[config.mk]
export PLATFORM = sky130hd
export DESIGN_NAME = param_mem_arbiter
export DESIGN_NICKNAME = d
export VERILOG_FILES = /design/src/rtl/param_mem_arbiter.sv
export SDC_FILE = /design/constraint.sdc
export NUM_CORES = 1
export LEC_CHECK = 0
export CAP_MARGIN = 20
export CORE_MARGIN = 2
export CORE_UTILIZATION = 40
export CTS_CLUSTER_DIAMETER = 50
export DETAILED_ROUTE_END_ITERATION = 10
export PLACE_DENSITY = 0.65
export SLEW_MARGIN = 0
export SYNTH_ARGS = -nofsm -noshare
export SYNTH_HDL_FRONTEND = slang
export SYNTH_SLANG_ARGS = --single-unit
[constraint.sdc]
create_clock -name clk -period 10.52 [get_ports clk]
set_clock_uncertainty 0.1 [all_clocks]
set_input_delay 2.104 -clock clk [delete_from_list [all_inputs] [get_ports clk]]
set_output_delay 2.104 -clock clk [all_outputs]
set_load 0.05 [all_outputs]
[src/rtl/param_mem_arbiter.sv]
// ---------------------------------------------------------------------------
// param_mem_arbiter
//
// Shares one single-port RAM between three requesters:
//   D - DSP reads (valid/ready handshake, highest default priority)
//   H - host reads (one outstanding, strobe-driven)
//   W - host writes, buffered in a small FIFO and drained when the RAM is free
// One RAM operation is granted per cycle. The default priority is D > H > W.
// H is held off while the write FIFO holds data, so a host read always sees
// earlier host writes. A starvation counter forces W once a buffered write has
// waited STARVE_LIMIT cycles. In that cycle dsp_rd_ready drops.
//
// Handshake semantics: a DSP read is accepted on any rising edge where
// dsp_rd_req & dsp_rd_ready. wr_enable and host_rd_req are single-cycle
// strobes with no back-pressure. The RAM result is returned as a one-cycle
// dsp_rd_valid / host_rd_valid pulse two cycles after the grant.
//
// Ports:
//   clk, reset          rising-edge clock, synchronous active-high reset
//   wr_addr/wr_data/wr_enable           host write push
//   host_rd_req/host_rd_addr            host read request
//   host_rd_busy/host_rd_valid/host_rd_data   host read status and result
//   dsp_rd_req/dsp_rd_addr/dsp_rd_ready       DSP read request handshake
//   dsp_rd_valid/dsp_rd_data                  DSP read result
//   ram_addr/ram_wdata/ram_we/ram_rdata       registered RAM port
//   wr_overflow         sticky: a push was dropped because the FIFO was full
//   host_rd_err         sticky: host_rd_req arrived while a host read was busy
// ---------------------------------------------------------------------------
module param_mem_arbiter #(
    parameter int WORD_WIDTH   = 8,
    parameter int ADDR_WIDTH   = 8,
    parameter int FIFO_DEPTH   = 4,
    parameter int STARVE_LIMIT = 8
) (
    input  logic                  clk,
    input  logic                  reset,
    input  logic [ADDR_WIDTH-1:0] wr_addr,
    input  logic [WORD_WIDTH-1:0] wr_data,
    input  logic                  wr_enable,
    input  logic                  host_rd_req,
    input  logic [ADDR_WIDTH-1:0] host_rd_addr,
    output logic                  host_rd_busy,
    output logic                  host_rd_valid,
    output logic [WORD_WIDTH-1:0] host_rd_data,
    input  logic                  dsp_rd_req,
    input  logic [ADDR_WIDTH-1:0] dsp_rd_addr,
    output logic                  dsp_rd_ready,
    output logic                  dsp_rd_valid,
    output logic [WORD_WIDTH-1:0] dsp_rd_data,
    output logic [ADDR_WIDTH-1:0] ram_addr,
    output logic [WORD_WIDTH-1:0] ram_wdata,
    output logic                  ram_we,
    input  logic [WORD_WIDTH-1:0] ram_rdata,
    output logic                  wr_overflow,
    output logic                  host_rd_err
);

    localparam int PTR_W = $clog2(FIFO_DEPTH);
    localparam int CNT_W = PTR_W + 1;
    localparam int STV_W = $clog2(STARVE_LIMIT + 1);
    localparam int ENT_W = ADDR_WIDTH + WORD_WIDTH;
    localparam logic [CNT_W-1:0] FULL_CNT   = CNT_W'(FIFO_DEPTH);
    localparam logic [STV_W-1:0] STARVE_MAX = STV_W'(STARVE_LIMIT);

    // Host read tracker: WAIT = captured, not yet granted; FLIGHT = granted,
    // result still in the read pipeline.
    typedef enum logic [1:0] {
        HR_IDLE   = 2'd0,
        HR_WAIT   = 2'd1,
        HR_FLIGHT = 2'd2
    } host_state_t;

    typedef enum logic [1:0] {
        GNT_NONE  = 2'd0,
        GNT_DSP   = 2'd1,
        GNT_HOST  = 2'd2,
        GNT_WRITE = 2'd3
    } grant_t;

    // Write FIFO
    logic [ENT_W-1:0] fifo_mem_q [FIFO_DEPTH];
    logic [ENT_W-1:0] fifo_mem_d [FIFO_DEPTH];
    logic [PTR_W-1:0] wr_ptr_q, wr_ptr_d;
    logic [PTR_W-1:0] rd_ptr_q, rd_ptr_d;
    logic [CNT_W-1:0] fifo_cnt_q, fifo_cnt_d;
    logic [STV_W-1:0] starve_q, starve_d;

    // Host read
    host_state_t           host_state_q, host_state_d;
    logic [ADDR_WIDTH-1:0] host_addr_q, host_addr_d;

    // RAM port and read pipeline tags
    logic [ADDR_WIDTH-1:0] ram_addr_q, ram_addr_d;
    logic [WORD_WIDTH-1:0] ram_wdata_q, ram_wdata_d;
    logic                  ram_we_q, ram_we_d;
    logic                  s1_rd_valid_q, s1_rd_valid_d;
    logic                  s1_rd_host_q, s1_rd_host_d;
    logic                  dsp_rd_valid_q, dsp_rd_valid_d;
    logic                  host_rd_valid_q, host_rd_valid_d;

    // Sticky flags
    logic wr_overflow_q, wr_overflow_d;
    logic host_rd_err_q, host_rd_err_d;

    // Combinational helpers
    grant_t           grant;
    logic             fifo_empty;
    logic             fifo_full;
    logic             starve_hit;
    logic             push;
    logic             pop;
    logic [ENT_W-1:0] head;

    // ---------------------------------------------------------------------
    // Arbitration
    // ---------------------------------------------------------------------
    always_comb begin
        fifo_empty = (fifo_cnt_q == '0);
        fifo_full  = (fifo_cnt_q == FULL_CNT);
        starve_hit = (starve_q == STARVE_MAX);
        head       = fifo_mem_q[rd_ptr_q];
        grant      = GNT_NONE;
        if (!reset) begin
            // The counter only reaches the limit while the FIFO holds data,
            // so a forced W always has an entry to drain.
            if (starve_hit) begin
                grant = GNT_WRITE;
            end else if (dsp_rd_req) begin
                grant = GNT_DSP;
            end else if ((host_state_q == HR_WAIT) && fifo_empty) begin
                grant = GNT_HOST;
            end else if (!fifo_empty) begin
                grant = GNT_WRITE;
            end
        end
        pop  = (grant == GNT_WRITE);
        // A push into a full FIFO is still accepted when the same cycle pops.
        // A push into an empty FIFO does not bypass to the RAM. It drains in
        // a later cycle.
        push = !reset && wr_enable && (!fifo_full || pop);
    end

    // ---------------------------------------------------------------------
    // Next-state logic
    // ---------------------------------------------------------------------
    always_comb begin
        fifo_mem_d      = fifo_mem_q;
        wr_ptr_d        = wr_ptr_q;
        rd_ptr_d        = rd_ptr_q;
        fifo_cnt_d      = fifo_cnt_q;
        starve_d        = starve_q;
        host_state_d    = host_state_q;
        host_addr_d     = host_addr_q;
        ram_addr_d      = ram_addr_q;
        ram_wdata_d     = ram_wdata_q;
        ram_we_d        = 1'b0;
        s1_rd_valid_d   = 1'b0;
        s1_rd_host_d    = 1'b0;
        dsp_rd_valid_d  = 1'b0;
        host_rd_valid_d = 1'b0;
        wr_overflow_d   = wr_overflow_q;
        host_rd_err_d   = host_rd_err_q;

        // FIFO
        if (push) begin
            fifo_mem_d[wr_ptr_q] = {wr_addr, wr_data};
            wr_ptr_d             = wr_ptr_q + 1'b1;
        end
        if (pop) begin
            rd_ptr_d = rd_ptr_q + 1'b1;
        end
        case ({push, pop})
            2'b10:   fifo_cnt_d = fifo_cnt_q + 1'b1;
            2'b01:   fifo_cnt_d = fifo_cnt_q - 1'b1;
            default: fifo_cnt_d = fifo_cnt_q;
        endcase
        if (!reset && wr_enable && fifo_full && !pop) begin
            wr_overflow_d = 1'b1;
        end

        // Starvation counter: counts cycles the head entry waits.
        if (fifo_empty || pop) begin
            starve_d = '0;
        end else if (!starve_hit) begin
            starve_d = starve_q + 1'b1;
        end

        // Host read tracker
        case (host_state_q)
            HR_IDLE: begin
                if (host_rd_req) begin
                    host_state_d = HR_WAIT;
                    host_addr_d  = host_rd_addr;
                end
            end
            HR_WAIT: begin
                if (grant == GNT_HOST) begin
                    host_state_d = HR_FLIGHT;
                end
            end
            HR_FLIGHT: begin
                // Busy drops the cycle after the result strobe.
                if (host_rd_valid_q) begin
                    host_state_d = HR_IDLE;
                end
            end
            default: host_state_d = HR_IDLE;
        endcase
        if (host_rd_req && (host_state_q != HR_IDLE)) begin
            host_rd_err_d = 1'b1;
        end

        // RAM port. ram_addr holds its value on idle cycles.
        case (grant)
            GNT_DSP: begin
                ram_addr_d    = dsp_rd_addr;
                s1_rd_valid_d = 1'b1;
            end
            GNT_HOST: begin
                ram_addr_d    = host_addr_q;
                s1_rd_valid_d = 1'b1;
                s1_rd_host_d  = 1'b1;
            end
            GNT_WRITE: begin
                {ram_addr_d, ram_wdata_d} = head;
                ram_we_d                  = 1'b1;
            end
            default: ;
        endcase

        // The stage-2 tag lines up with ram_rdata for the read issued last cycle.
        dsp_rd_valid_d  = s1_rd_valid_q && !s1_rd_host_q;
        host_rd_valid_d = s1_rd_valid_q && s1_rd_host_q;
    end

    // ---------------------------------------------------------------------
    // State registers
    // ---------------------------------------------------------------------
    always_ff @(posedge clk) begin
        if (reset) begin
            for (int i = 0; i < FIFO_DEPTH; i++) begin
                fifo_mem_q[i] <= '0;
            end
            wr_ptr_q        <= '0;
            rd_ptr_q        <= '0;
            fifo_cnt_q      <= '0;
            starve_q        <= '0;
            host_state_q    <= HR_IDLE;
            host_addr_q     <= '0;
            ram_addr_q      <= '0;
            ram_wdata_q     <= '0;
            ram_we_q        <= 1'b0;
            s1_rd_valid_q   <= 1'b0;
            s1_rd_host_q    <= 1'b0;
            dsp_rd_valid_q  <= 1'b0;
            host_rd_valid_q <= 1'b0;
            wr_overflow_q   <= 1'b0;
            host_rd_err_q   <= 1'b0;
        end else begin
            fifo_mem_q      <= fifo_mem_d;
            wr_ptr_q        <= wr_ptr_d;
            rd_ptr_q        <= rd_ptr_d;
            fifo_cnt_q      <= fifo_cnt_d;
            starve_q        <= starve_d;
            host_state_q    <= host_state_d;
            host_addr_q     <= host_addr_d;
            ram_addr_q      <= ram_addr_d;
            ram_wdata_q     <= ram_wdata_d;
            ram_we_q        <= ram_we_d;
            s1_rd_valid_q   <= s1_rd_valid_d;
            s1_rd_host_q    <= s1_rd_host_d;
            dsp_rd_valid_q  <= dsp_rd_valid_d;
            host_rd_valid_q <= host_rd_valid_d;
            wr_overflow_q   <= wr_overflow_d;
            host_rd_err_q   <= host_rd_err_d;
        end
    end

    // ---------------------------------------------------------------------
    // Outputs
    // ---------------------------------------------------------------------
    // The RAM registers its own read data. Passing ram_rdata through while the
    // valid strobe is high meets the two-cycle latency. The data is held at 0
    // between strobes so that reset and idle values stay defined.
    assign dsp_rd_data   = dsp_rd_valid_q  ? ram_rdata : '0;
    assign host_rd_data  = host_rd_valid_q ? ram_rdata : '0;
    assign dsp_rd_valid  = dsp_rd_valid_q;
    assign host_rd_valid = host_rd_valid_q;
    assign dsp_rd_ready  = reset || !starve_hit;
    assign host_rd_busy  = (host_state_q != HR_IDLE);
    assign ram_addr      = ram_addr_q;
    assign ram_wdata     = ram_wdata_q;
    assign ram_we        = ram_we_q;
    assign wr_overflow   = wr_overflow_q;
    assign host_rd_err   = host_rd_err_q;

endmodule

# After elaboration in Yosys (flattened, before gate mapping)
# Cells that the tools add are included.
# op_classes
add_sub_neg,5
bitwise_logic,2
muxes,22
magnitude_cmp,3
n_eq_ne,12
reduce_logical,26
# ops
cell,n
$bwmux W64,1
$mux W16,3
$bmux W16 S2,1
$demux W16 S2,1
$pmux W8 S3,1
$mux W2,8
$mux W8,2
$logic_and A1 B1 Y1,9
$eq A2 B2 Y1 const B,4
$eq A2 B1 Y1 const B,3
$ge A3 B3 Y1 const B,2
$not A2 Y3,2
$pmux W2 S3,1
$pmux W3 S2,1
$logic_not A1 Y1,5
$add A2 B1 Y2 const B,2
$add A4 B1 Y4 const B,1
$eq A4 B4 Y1 const B,1
$ne A2 B2 Y1 const B,2
$reduce_bool A2 Y1,2
$reduce_or A2 Y1,2
$add A3 B1 Y3 const B,1
$eq A3 B3 Y1 const B,1
$logic_not A3 Y1,1
9 further kinds,13
# word_totals
register_bits,108
inputBits,45
output_inout_bits,39
word_cells,89

# Logic depth before layout (Yosys ltp)
# Gate-level depths: netlist of run 1.
# depth
depth_word,11
mapped_depth,16
ltp_nobuf,14

# Worst setup path after synthesis of run 1
# No wires, ideal clock.
# synth_path
kind,input-to-output
start,input reset
end,output dsp_rd_ready
t_arrival_ns,3.059
path_slack_ns,5.257
required_ns,8.316
path_buffers,2
path_stages,3
cell_sequence,clkbuf_1 > clkbuf_1 > nand2b_1
# synth_via
elab_chain_cells,1
# synth_lines
item,line_no,text
start: declaration,36,"input logic reset,"
$logic_or A1 B1 Y1,289,assign dsp_rd_ready = reset || !starve_hit;
end: declaration,47,"output logic dsp_rd_ready,"
# Every way passes these cells.

# Worst setup path after layout of run 1
# Same ends and word-level chain as after synthesis.

==> impl_metrics.json, run 1 <==
{
  "cts_buffers": 9,
  "leakagePower_nw": 2.55,
  "tightestPinTransition_ns": 1.12,
  "fin_tns_setup_ns": 0,
  "vias": 3391,
  "antenna_cells": 0,
  "dp_hpwl_mm": 7.11,
  "rrSetupSlack_ns": 6.56,
  "dp_slack_ns": 4.37,
  "setup_ws_ns": 4.41,
  "fmaxAchievable_mhz": 164,
  "finalSetupViolations": 0,
  "detail_route.first_pass.iterations": 4,
  "hp-start": "s1_rd_host_q$_SDFF_PP0_",
  "clk_path_buf_depth": 2,
  "hold_path_end": "dsp_rd_valid$_SDFF_PP0_",
  "cts_resized": 0,
  "yosysTopAreaCell": "dfxtp_1",
  "grt_pass1_vias": 3539,
  "r2r_cells": 15,
  "grt_antenna_before_repair": 0,
  "seqCellArea_mm2": 0.00216,
  "die_h_um": 118,
  "grt_usage_pct": 15.9,
  "power_mw": 0.887,
  "clk_latency_ns": 0.34,
  "cts.sinks": 108,
  "slew_violations": 0,
  "final-hold-violation-count": 0,
  "io_pins": 84,
  "drv_cap": 0,
  "power_density_mw_per_mm2": 140,
  "synthesis.area_mm2": 0.00521,
  "multi_input_area_mm2": 0.00278,
  "netlist.area_leader.share_pct": 41.5,
  "netlist-cell-type-count": 40,
  "start_kind": "input pin",
  "routabilityCongestion": 0.776,
  "irDropWorstVdd_uv": 75.8,
  "fin_nets": 585,
  "wire_per_inst_um": 15.3,
  "arrival_ns": 3.91,
  "fill_cells": 1164,
  "fin_crit_ns": 6.11,
  "hold_path.class": "flip-flop to flip-flop",
  "io_buffers": 83,
  "gr-total-overflow": 0,
  "core_area_mm2": 0.0127,
  "ant_nets": 0,
  "synth_nets": 520,
  "clk_pin_slew_ns": 0.07,
  "initialDrtViolationCount": 132,
  "min_period_over_period_pct": 58.1,
  "synth.avg_cell_area_um2": 11.2,
  "cts_setup_buffers": 0,
  "critPathKind": "input pin to primary output",
  "syn2layout_area_growth_pct": 21.7,
  "via_per_inst": 4.80,
  "synth_seq_area_share_pct": 41.5,
  "ys_warn_count": 0,
  "hold_buffers": 0,
  "drive_gt1_share_pct": 22.1,
  "clock_tree.root_cell": "clkbuf_16",
  "routed_wl_mm": 10.8,
  "synthTopCellsByArea": "dfxtp_1 41%, mux2_4 12%, mux2_2 8.6%",
  "path_max_fanout": 111,
  "drc": 0,
  "floorplan.initialDensity_pct": 41.1,
  "grt_max_degree": 112,
  "rsz0062_at_grt": "no",
  "htree_levels": 3,
  "die-area_mm2": 0.0140,
  "relSlewSlack_pct": 25.1,
  "timing.rr.end": "fifo_cnt_q[2]$_SDFFE_PP0P_",
  "die-width_um": 118,
  "crit_path_end_kind": "primary output",
  "required_ns": 8.32,
  "whs_ns": 0.317,
  "hold-path-cell-count": 1,
  "grt_pass1_wl_mm": 17.8,
  "row_count": 41,
  "cts_tree": "yes",
  "timing.rr.start": "starve_q[0]$_SDFFE_PP0P_",
  "syn_inst": 464,
  "ys_ff_latch": 108,
  "status": "completed"
}
-- critical path, stage by stage --
cell and delay, ns:
buf_4 0.76, nand2b_1 0.20, clkdlybuf4s50_1 0.80
-- cell families (layout without fill, tap and decap cells) --
logic type | count (synthesis) | in the layout | synth area share, %
simple gates | 145 | 145 | 17.1
fa+ha+maj | 11 | 11 | 2.78
mux | 105 | 105 | 26.9
buf+inv | 48 | 118 | 5.14
compound gates | 40 | 40 | 5.42
xor+xnor | 7 | 7 | 1.18
flops | 108 | 108 | 41.5
-- synthesized netlist by cell type (all sizes together) --
| library cell | instances |
|---|---|
| or2 | 2 |
| o21ai | 1 |
| nor4b | 1 |
| nor3b | 9 |
| nand3 | 6 |
| or3b | 1 |
| or4b | 1 |
| mux4 | 8 |
| xnor2 | 4 |
| nand2b | 3 |
| inv | 16 |
| a21o | 2 |
| xor2 | 3 |
| a221oi | 16 |
| a22oi | 1 |
| nand2 | 2 |
| o21bai | 1 |
| o21ba | 1 |
| nor2 | 29 |
| ha | 10 |
| a31o | 1 |
| or3 | 2 |
| a211oi | 1 |
| fa | 1 |
| mux2i | 17 |
| clkbuf | 18 |
| nor3 | 3 |
| buf | 14 |
| mux2 | 80 |
| a21oi | 16 |
| and2 | 17 |
| dfxtp | 108 |
| nor2b | 67 |
| and3b | 2 |
-- placed cells by master, fill, tap and decap left out, drive strengths merged, types with 2 or more instances in the layout --
cell and n:
ha 10, dfxtp 108, clkdlybuf4s50 82, a21o 2, mux2i 17, nand2 2
or3 2, nor2b 67, xnor2 4, nor3 3, xor2 3, inv 18
mux4 8, a21oi 16, a221oi 16, and3b 2, nand2b 3, clkinv 4
or2 2, mux2 80, buf 4, nor2 29, and2 17, nor3b 9
nand3 6, clkbuf 9
-- where the power goes --
| group | switching [mW] | total [mW] | internal [mW] |
|---|---|---|---|
| Sequential | 0.0112 | 0.439 | 0.428 |
| Clock | 0.153 | 0.315 | 0.162 |
| Combinational | 0.0686 | 0.134 | 0.0650 |
-- layout make-up --
| class | instances | area share, % |
|---|---|---|
| Tap cell | 172 | 3.39 |
| Sequential cell | 108 | 34.1 |
| Timing Repair Buffer | 86 | 13.4 |
| Multi-Input combinational cell | 308 | 43.9 |
| Clock buffer | 9 | 3.55 |
| Inverter | 16 | 0.946 |
| Clock inverter | 7 | 0.769 |
-- state kept, by name (all words and copies together) (netlist names), 2 cells and up --
signal and count:
wr_ptr_q 2, ram_addr 8, rd_ptr_q 2, host_state_q 2, fifo_cnt_q 3, starve_q 4
host_addr_q 8, ram_wdata 8, fifo_mem_q 64
-- metrics by stage --
stage	area, um^2	utilization [%]	cells
after floorplan	5210	-	464
after global placement	6070	47.9	690
after detailed placement	6070	47.9	690
after CTS	6350	50.1	706
after global routing	6350	50.1	706
final	6350	50.1	706
-- per-layer routing --
metal  vias to the layer above  part of all wire (%)  GRT usage, %
li1                       1718                     -             -
met1                      1588                    48          20.3
met2                        77                    47          26.4
met3                         8                   4.1          4.58
met4                         0                   1.0          3.61
met5                         -                     0             0
-- how the worst max path moves through the flow --
stage               start            to  slack [ns]  cells after the start
floorplan           reset  dsp_rd_ready        5.26                      3
global placement    reset  dsp_rd_ready        4.39                      3
detailed placement  reset  dsp_rd_ready        4.37                      3
CTS                 reset  dsp_rd_ready        4.37                      3
global route        reset  dsp_rd_ready        4.29                      3
finish              reset  dsp_rd_ready        4.41                      3
(Power assumes the default switching activity.)
==> run 2, diff against run 1 <==
- PLACE_DENSITY: 0.65 -> 0.67
- clock period: 10.52 -> 5 ns (I/O delays scaled with it)
==> run 2 against run 1 <==
Utilization about the same. Non-clock buffer count up 1. Total power up 110%. Setup slack worse by 3.3 ns. First-iteration DRC count unchanged. Final cell count unchanged. Sequential power up 110%. Critical path depth up 9. Die area unchanged. Largest power group unchanged.
==> impl_metrics.json, run 2 (synthesized netlist as in run 1, its figures left out) <==
{
  "tightestPinTransition_ns": 0.980,
  "gr-total-overflow": 0,
  "timing.rr.start": "starve_q[0]$_SDFFE_PP0P_",
  "cts_resized": 0,
  "ant_nets": 0,
  "crit_buf_inv": 2,
  "status": "completed",
  "fin_nets": 586,
  "cts_setup_buffers": 0,
  "multi_input_area_mm2": 0.00278,
  "core_area_mm2": 0.0127,
  "drv_cap": 0,
  "rsz0062_at_grt": "no",
  "drive_gt1_share_pct": 21.9,
  "irDropWorstVdd_uv": 154,
  "io_buffers": 83,
  "cts_buffers": 9,
  "max_stage_delay_ns": 0.74,
  "finalSetupViolations": 0,
  "setup_ws_ns": 1.08,
  "min_period_over_period_pct": 78.3,
  "vias": 3489,
  "power_mw": 1.86,
  "slew_violations": 0,
  "grt_usage_pct": 16.0,
  "critical_path.top_delay_family": "simple AND/OR/NAND/NOR gates",
  "clk_latency_ns": 0.34,
  "largest_reg_flops": 64,
  "die_h_um": 118,
  "initialDrtViolationCount": 132,
  "hold_path.class": "flip-flop to flip-flop",
  "regMostFlops": "fifo_mem_q",
  "arrival_ns": 4.08,
  "leakagePower_nw": 2.55,
  "io_pins": 84,
  "fmaxAchievable_mhz": 255,
  "relSlewSlack_pct": 34.7,
  "row_count": 41,
  "final_cell_mix": "108 x dfxtp_1, 82 x clkdlybuf4s50_1, 67 x nor2b_1",
  "via_per_inst": 4.94,
  "fin_crit_ns": 3.92,
  "detail_route.first_pass.iterations": 4,
  "hp-start": "s1_rd_host_q$_SDFF_PP0_",
  "dpl_cell_area_mm2": 0.00608,
  "r2r_cells": 14,
  "crit_path_cell_trace": "clkdlybuf4s50_1 -> a21oi_1 -> o21ba_2 -> ha_1 -> or4b_1 -> nand2_1 -> ha_1 -> inv_1 -> fa_1 -> xor2_1 -> or3_1 -> a21oi_1",
  "seqCellArea_mm2": 0.00216,
  "final-hold-violation-count": 0,
  "grt_pass1_wl_mm": 18.1,
  "wire_per_inst_um": 15.5,
  "critPathSlowestCell": "or4b_1",
  "clk_path_buf_depth": 2,
  "rrSetupSlack_ns": 1.32,
  "fill_cells": 1152,
  "die-width_um": 118,
  "crit_path_end_kind": "flip-flop",
  "grt_antenna_before_repair": 0,
  "path_max_fanout": 9,
  "syn2layout_area_growth_pct": 21.8,
  "antenna_cells": 0,
  "htree_levels": 3,
  "clock_tree.root_cell": "clkbuf_16",
  "drc": 0,
  "critPathCapture": "fifo_cnt_q[2]$_SDFFE_PP0P_",
  "fin_tns_setup_ns": 0,
  "hold_buffers": 0,
  "die-area_mm2": 0.0140,
  "final_common_cell": "dfxtp_1",
  "dp_slack_ns": 0.734,
  "start_kind": "input pin",
  "timing.rr.end": "fifo_cnt_q[2]$_SDFFE_PP0P_",
  "final_area_mm2": 0.00635,
  "crit_start": "dsp_rd_req",
  "dp_hpwl_mm": 7.31,
  "clk_pin_slew_ns": 0.07,
  "grt_pass1_vias": 3634,
  "grt_max_degree": 97,
  "cts.sinks": 108,
  "power_density_mw_per_mm2": 293,
  "floorplan.initialDensity_pct": 41.1,
  "cts_tree": "yes",
  "required_ns": 5.17,
  "cp.depth": 12,
  "routed_wl_mm": 10.9,
  "routabilityCongestion": 0.748,
  "critPathKind": "input pin to flip-flop"
}
[run 2: worst min path at each step]
stage	to	slack, ns	depth (start not counted)
2_1_floorplan	dsp_rd_valid$_SDFF_PP0_	0.29	1
3_3_place_gp	dsp_rd_valid$_SDFF_PP0_	0.30	1
3_5_place_dp	dsp_rd_valid$_SDFF_PP0_	0.30	1
4_1_cts	dsp_rd_valid$_SDFF_PP0_	0.31	1
5_1_grt	dsp_rd_valid$_SDFF_PP0_	0.34	1
6_report	dsp_rd_valid$_SDFF_PP0_	0.31	1
[run 2: layout make-up]
| cell class | instances | area share, % |
|---|---|---|
| multi-input combinational | 308 | 43.9 |
| clock buffer | 11 | 3.82 |
| inverter | 16 | 0.946 |
| tap | 172 | 3.39 |
| timing repair buffer | 87 | 13.5 |
| sequential | 108 | 34.1 |
| clock inverter | 4 | 0.414 |
[run 2: power by group]
| part | switching, mW | internal, mW |
|---|---|---|
| sequential | 0.0242 | 0.900 |
| combinational | 0.146 | 0.137 |
| clock | 0.303 | 0.348 |
| total | 0.473 | 1.39 |
[run 2: metal layers]
layer | GRT usage (%) | part of all wire (%) | vias up
li1 | - | - | 1724
met1 | 21.0 | 48 | 1674
met2 | 26.3 | 46 | 82
met3 | 3.81 | 4.4 | 9
met4 | 4.59 | 0.94 | 0
met5 | 0 | 0 | -
[run 2: metrics by stage]
stage	utilization, %	cells	hold WS [ns]
final	50.1	706	0.312
after global placement	48.0	691	0.297
after detailed placement	48.0	691	0.302
after global routing	50.1	706	0.339
after CTS	50.1	706	0.312
after floorplan	-	464	0.288
